File: config.mk
export PLATFORM = sky130hd
export DESIGN_NAME = aes_block_packer_flat
export DESIGN_NICKNAME = d
export VERILOG_FILES = /design/src/rtl/aes_block_packer_pkg.sv /design/src/rtl/aes_block_packer_if.sv /design/src/rtl/aes_block_packer.sv /design/src/flat_wrapper.sv
export SDC_FILE = /design/constraint.sdc
export NUM_CORES = 1
export LEC_CHECK = 0
export CAP_MARGIN = 20
export CORE_MARGIN = 4
export CORE_UTILIZATION = 46
export DETAILED_ROUTE_END_ITERATION = 10
export GPL_TIMING_DRIVEN = 0
export PLACE_DENSITY = 0.69
export SLEW_MARGIN = 20
export SYNTH_ARGS = -nofsm -noshare
export SYNTH_HDL_FRONTEND = slang
export SYNTH_SLANG_ARGS = --single-unit
File: constraint.sdc
create_clock -name clk -period 2.8 [get_ports clk]
set_input_delay 0.7 -clock clk [delete_from_list [all_inputs] [get_ports clk]]
set_output_delay 0.7 -clock clk [all_outputs]
set_load 0.01 [all_outputs]
File: src/rtl/aes_block_packer_pkg.sv
// Shared AES types and block-packer constants.
// Imported by the packer and its handshake interface.
package aes_block_packer_pkg;

    typedef logic [127:0] aes_data_t;
    typedef logic [127:0] aes_key_t;

    localparam int AES_BLOCK_BYTES = 16;

    typedef enum logic {
        FILL = 1'b0,
        HOLD = 1'b1
    } state_t;

endpackage

File: src/rtl/aes_block_packer_if.sv
// Byte-in / block-out handshake bundle of the AES block packer.
// master is the packer side, slave is the producer/consumer side.
interface aes_block_packer_if;
    import aes_block_packer_pkg::*;

    logic [7:0] in_byte;
    logic       in_valid;
    logic       in_last;
    logic       in_ready;
    aes_data_t  o_data;
    logic [4:0] o_len;
    logic       o_last;
    logic       o_valid;
    logic       o_ready;

    modport master (
        input  in_byte,
        input  in_valid,
        input  in_last,
        output in_ready,
        output o_data,
        output o_len,
        output o_last,
        output o_valid,
        input  o_ready
    );

    modport slave (
        output in_byte,
        output in_valid,
        output in_last,
        input  in_ready,
        input  o_data,
        input  o_len,
        input  o_last,
        input  o_valid,
        output o_ready
    );

endinterface

File: src/rtl/aes_block_packer.sv
// Packs a byte stream into zero-padded 128-bit AES blocks.
// Accumulator plus output register keep one byte per cycle flowing.
module aes_block_packer
    import aes_block_packer_pkg::*;
(
    input  logic                  clk,
    input  logic                  rst,
    aes_block_packer_if.master    bus
);

    state_t     state;
    state_t     state_nxt;
    logic [3:0] cnt;
    aes_data_t  acc;
    logic [4:0] acc_len;
    logic       acc_last;

    aes_data_t  out_data;
    logic [4:0] out_len;
    logic       out_last;
    logic       out_valid;

    logic       accept;
    logic       complete;
    logic       slot_free;
    logic       load_direct;
    logic       load_hold;
    aes_data_t  merged;

    assign bus.in_ready = (state == FILL);
    assign bus.o_data   = out_data;
    assign bus.o_len    = out_len;
    assign bus.o_last   = out_last;
    assign bus.o_valid  = out_valid;

    // First byte of a block lands in the top byte lane.
    assign accept    = bus.in_valid && (state == FILL);
    assign complete  = accept && ((cnt == 4'd15) || bus.in_last);
    assign slot_free = !out_valid || bus.o_ready;
    assign merged    = acc
                     | ({120'b0, bus.in_byte} << {4'd15 - cnt, 3'b000});

    always_comb begin
        state_nxt   = state;
        load_direct = 1'b0;
        load_hold   = 1'b0;
        unique case (state)
            FILL: begin
                if (complete) begin
                    if (slot_free) begin
                        load_direct = 1'b1;
                    end else begin
                        state_nxt = HOLD;
                    end
                end
            end
            HOLD: begin
                if (bus.o_ready && out_valid) begin
                    load_hold = 1'b1;
                    state_nxt = FILL;
                end
            end
            default: state_nxt = FILL;
        endcase
    end

    always_ff @(posedge clk or negedge rst) begin
        if (!rst) begin
            state <= FILL;
        end else begin
            state <= state_nxt;
        end
    end

    // Accumulator is wiped at every block hand-off so padding stays zero.
    always_ff @(posedge clk or negedge rst) begin
        if (!rst) begin
            cnt      <= 4'd0;
            acc      <= '0;
            acc_len  <= 5'd0;
            acc_last <= 1'b0;
        end else if (load_direct || load_hold) begin
            cnt      <= 4'd0;
            acc      <= '0;
            acc_len  <= 5'd0;
            acc_last <= 1'b0;
        end else if (complete) begin
            acc      <= merged;
            acc_len  <= {1'b0, cnt} + 5'd1;
            acc_last <= bus.in_last;
        end else if (accept) begin
            acc <= merged;
            cnt <= cnt + 4'd1;
        end
    end

    always_ff @(posedge clk or negedge rst) begin
        if (!rst) begin
            out_data  <= '0;
            out_len   <= 5'd0;
            out_last  <= 1'b0;
            out_valid <= 1'b0;
        end else if (load_direct) begin
            out_data  <= merged;
            out_len   <= {1'b0, cnt} + 5'd1;
            out_last  <= bus.in_last;
            out_valid <= 1'b1;
        end else if (load_hold) begin
            out_data  <= acc;
            out_len   <= acc_len;
            out_last  <= acc_last;
            out_valid <= 1'b1;
        end else if (bus.o_ready) begin
            out_valid <= 1'b0;
        end
    end

endmodule

File: src/flat_wrapper.sv
// flat-port wrapper written by rule: the top's interface ports become plain ports
module aes_block_packer_flat import aes_block_packer_pkg::*;
  (clk, rst, bus_in_byte, bus_in_valid, bus_in_last, bus_in_ready, bus_o_data, bus_o_len, bus_o_last, bus_o_valid, bus_o_ready);
  aes_block_packer_if bus_i ();
  input  logic clk;
  input  logic rst;
  input wire logic [$bits(bus_i.in_byte)-1:0] bus_in_byte;
  input wire logic [$bits(bus_i.in_valid)-1:0] bus_in_valid;
  input wire logic [$bits(bus_i.in_last)-1:0] bus_in_last;
  output wire logic [$bits(bus_i.in_ready)-1:0] bus_in_ready;
  output wire logic [$bits(bus_i.o_data)-1:0] bus_o_data;
  output wire logic [$bits(bus_i.o_len)-1:0] bus_o_len;
  output wire logic [$bits(bus_i.o_last)-1:0] bus_o_last;
  output wire logic [$bits(bus_i.o_valid)-1:0] bus_o_valid;
  input wire logic [$bits(bus_i.o_ready)-1:0] bus_o_ready;
  assign bus_i.in_byte = bus_in_byte;
  assign bus_i.in_valid = bus_in_valid;
  assign bus_i.in_last = bus_in_last;
  assign bus_in_ready = bus_i.in_ready;
  assign bus_o_data = bus_i.o_data;
  assign bus_o_len = bus_i.o_len;
  assign bus_o_last = bus_i.o_last;
  assign bus_o_valid = bus_i.o_valid;
  assign bus_i.o_ready = bus_o_ready;
  aes_block_packer u_core (.clk(clk), .rst(rst), .bus(bus_i));
endmodule
==> flow_summary.toml, run 1 <==
[power]
total_power_uw = 12700
p_leak_uw = 0.00700
net-switching-power_uw = 4270
p_comb_frac = 0.294
switching_share = 0.337
p_seq_frac = 0.405
vdd_ir_drop_max_mv = 0.448
internal_power_uw = 8400
powerDensity_nw_per_um2 = 899
clockPowerShare = 0.300

[clock_network]
cts_buffer_depth = 3
clock-sinks = 274
cts_resized = 0
cts-buffers-inserted = 28
cts_setup_buffers = 0
path_clk_slew_ns = 0.06
clock_latency_ns = 0.54
root_buffer = "clkbuf_16"
cts_tree = "built"
cts_hold_buf = 0
htree_levels = 1

[sta]
hold_viol_final = 0
max_freq_mhz = 379
worst_pin_slew_ns = 0.852
min_period_over_period = 0.943
timing.slew.headroom = 0.432
final.setup.worst_slack_ns = 0.159
rsz0062_at_grt = "false"
slew_viol_final = 0
period_minus_slack_ns = 2.64
finClkSkew_ns = 0.0144
setup_viol = 0

[floorplan]
core_um2 = 23700
die_y_um = 164
die_x_um = 164
start_util = 0.473
rows = 56
die_area_um2 = 26900
pin_count = 149

[synth]
ys_ff_latch = 274
ys.flop_type = "dfrtp_1"
ys_seq_area_frac = 0.612
synth_top_area_frac = 0.612
synth_edf_count = 0
async_flop_share = 1.00
synthTopCellsByArea = "dfrtp_1 61%, mux2i_1 8.7%, a21oi_1 5.4%, nor2_1 4.5%, o21ai_1 3.5%"
synth_area_um2 = 11200
synth_cell_types = 48
yosys.area.top_type = "dfrtp_1"
syn_area_per_cell_um2 = 11.0
synth-warning-count = 0
synth_fp_nets = 1035
synth_cells = 1021

[place]
gp_congestion = 0.884
dp_worst_setup_slack_ns = -0.0530
io_buffers = 148
dp_hpwl_um = 21900

[drt]
vias_per_cell = 5.62
wl_um = 32400
wl_per_cell_um = 21.0
drtIter0Drc = 841
postRouteAntennaNets = 0
drc = 0
drt_pass1_iterations = 7
vias = 8661

[run_status]
status = "finished clean"

[cells_and_area]
multi_input_area_um2 = 3920
fill_cells = 2009
drive_gt1_frac = 0.0973
syn2layout_area_growth_pct = 25.8
fin_nets = 1215
n_antenna_cell = 0
register_area_um2 = 6860

[global_route]
grt_pass1_vias = 8519
grt_overflow = 0
grt_pass1_wl_um = 50000
grt_max_degree = 101
grt_antenna_before_repair = 0
grt_usage = 0.241

[critical_path]
critPathMaxFanout = 11
reg2reg_from = "u_core.cnt[0]"
r2r_cells = 9
critPathArrivalTime_ns = 3.02
regToRegSetupSlack_ns = 0.16
start_kind = "flip-flop"
required_ns = 3.18
rr_endpoint = "u_core.bus.o_data[121]"
worstSetupPathType = "reg -> reg"
cp-end-kind = "flip-flop"

[min_path]
hp-class = "in -> async"

[flow_run]
drv_cap = 0
## per-stage QoR
step / cell area (µm²) / instances / utilization / TNS, ns / hold WS (ns)
floorplan: 11200 / 1021 / - / 0 / 0.404
global placement: 13100 / 1488 / 0.553 / -2890.83 / 0.453
detailed placement: 13100 / 1490 / 0.555 / -0.927 / 0.456
CTS: 14100 / 1542 / 0.595 / 0 / 0.171
global route: 14100 / 1542 / 0.595 / 0 / 0.194
finish: 14100 / 1542 / 0.595 / 0 / 0.135
## critical path, stage by stage, from the launching register on
cell      delay (ns)
dfrtp_1         0.53
ha_1            0.26
buf_2           0.16
and3_1          0.24
o211ai_1        0.33
buf_4           0.25
buf_6           0.19
buf_6           0.20
mux2i_1         0.21
o21ai_1         0.10
## routing by layer
metal | vias up | track usage | wire length, µm
li1 | 3914 | - | -
met1 | 4341 | 0.357 | 14600
met2 | 359 | 0.373 | 14800
met3 | 47 | 0.0444 | 2330
met4 | 0 | 0.0572 | 688
met5 | - | 0 | 0
## cell usage in the layout, fill, tap and decap left out, types with 10 or more instances in the layout
master           count
nor2b_1             10
clkbuf_16           29
clkdlybuf4s50_1    147
o21ai_0             19
buf_4               10
buf_2               34
clkbuf_1            34
nand2b_1            11
a22oi_1             35
nand2_1             90
a31oi_1             17
a21oi_1            120
dfrtp_1            274
nor2_1             135
o21ai_1             79
mux2i_1             97
## area by class of cell
class                   count  area share
plain buffers              79      0.0296
flip-flops and latches    274       0.486
multi-input cells         665       0.278
well taps                 319      0.0283
clock buffers              43      0.0609
clock inverters             9     0.00674
repair buffers            150       0.109
inverters                   3    0.000799
## state kept, by name, summed over array words and instances (netlist names)
name                flops
u_core.bus.o_valid      1
u_core.cnt              4
u_core.acc_last         1
u_core.bus.o_last       1
u_core.bus.o_data     128
u_core.bus.o_len        5
u_core.state            1
u_core.acc            128
u_core.acc_len          5
## how the worst max path moves through the flow
stage / from / end / slack (ns) / cells past startpoint
4_1_cts: u_core.cnt[0] / u_core.bus.o_data[121] / 0.22 / 9
3_5_place_dp: bus_in_last / u_core.bus.o_data[59] / -0.05 / 6
2_1_floorplan: u_core.cnt[0] / u_core.bus.o_data[101] / 0.78 / 9
5_1_grt: u_core.cnt[0] / u_core.bus.o_data[58] / 0.01 / 7
3_3_place_gp: rst / u_core.bus.o_data[17] / -10.57 / 1
6_report: u_core.cnt[0] / u_core.bus.o_data[121] / 0.16 / 9
## power by group through the flow
stage / clock network (µW) / logic, µW / registers, µW
after floorplan: 0 / 1910 / 5180
after global placement: 0 / 3620 / 5180
after detailed placement: 0 / 3690 / 5190
after CTS: 3850 / 3720 / 5130
after global routing: 4030 / 4030 / 5210
final: 3810 / 3730 / 5140
## cell usage after synthesis, types with 2 or more instances
cell type	count
mux2i_1	97
buf_2	34
buf_6	5
a211oi_2	6
nor2_1	135
nand2_1	90
dfrtp_1	274
o31ai_1	2
a31oi_1	17
nor2b_1	10
inv_1	2
nand2b_1	11
a21oi_1	120
buf_4	10
a32o_1	2
o21ai_0	19
nand3_1	5
clkbuf_1	28
o21ai_1	79
xnor2_1	2
and3_1	3
a22oi_1	35
or3_4	3
and2_1	8
## kinds of logic (layout without fill, tap and decap cells)
group | count (synthesis) | in the layout | share of synthesized area
adder cells (fa/ha/maj) | 1 | 1 | 0.00112
buffers and inverters | 82 | 284 | 0.0383
multiplexers | 98 | 98 | 0.0877
XOR/XNOR | 2 | 2 | 0.00156
AO/OA/AOI/OAI | 290 | 290 | 0.149
flip-flops | 274 | 274 | 0.612
AND/OR/NAND/NOR | 274 | 274 | 0.110
Note: power is estimated with default switching activity, not from simulation.
==> inputs of run 2 (changes only) <==
==> constraint.sdc (replaced) <==
create_clock -name clk -period 3.2 [get_ports clk]
set_input_delay 0.8 -clock clk [delete_from_list [all_inputs] [get_ports clk]]
set_output_delay 0.8 -clock clk [all_outputs]
set_load 0.01 [all_outputs]
==> results of run 2 <==
Same layout as run 1 (identical final DEF). Status: finished clean.
Among the figures that moved: setup slack after placement -0.0530 ns -> 0.247 ns; setup slack after layout 0.159 ns -> 0.559 ns; hold slack 0.135 ns -> 0.235 ns; register-to-register setup slack 0.16 ns -> 0.56 ns; total power 12700 µW -> 11100 µW; worst IR drop on VDD 0.448 mV -> 0.392 mV
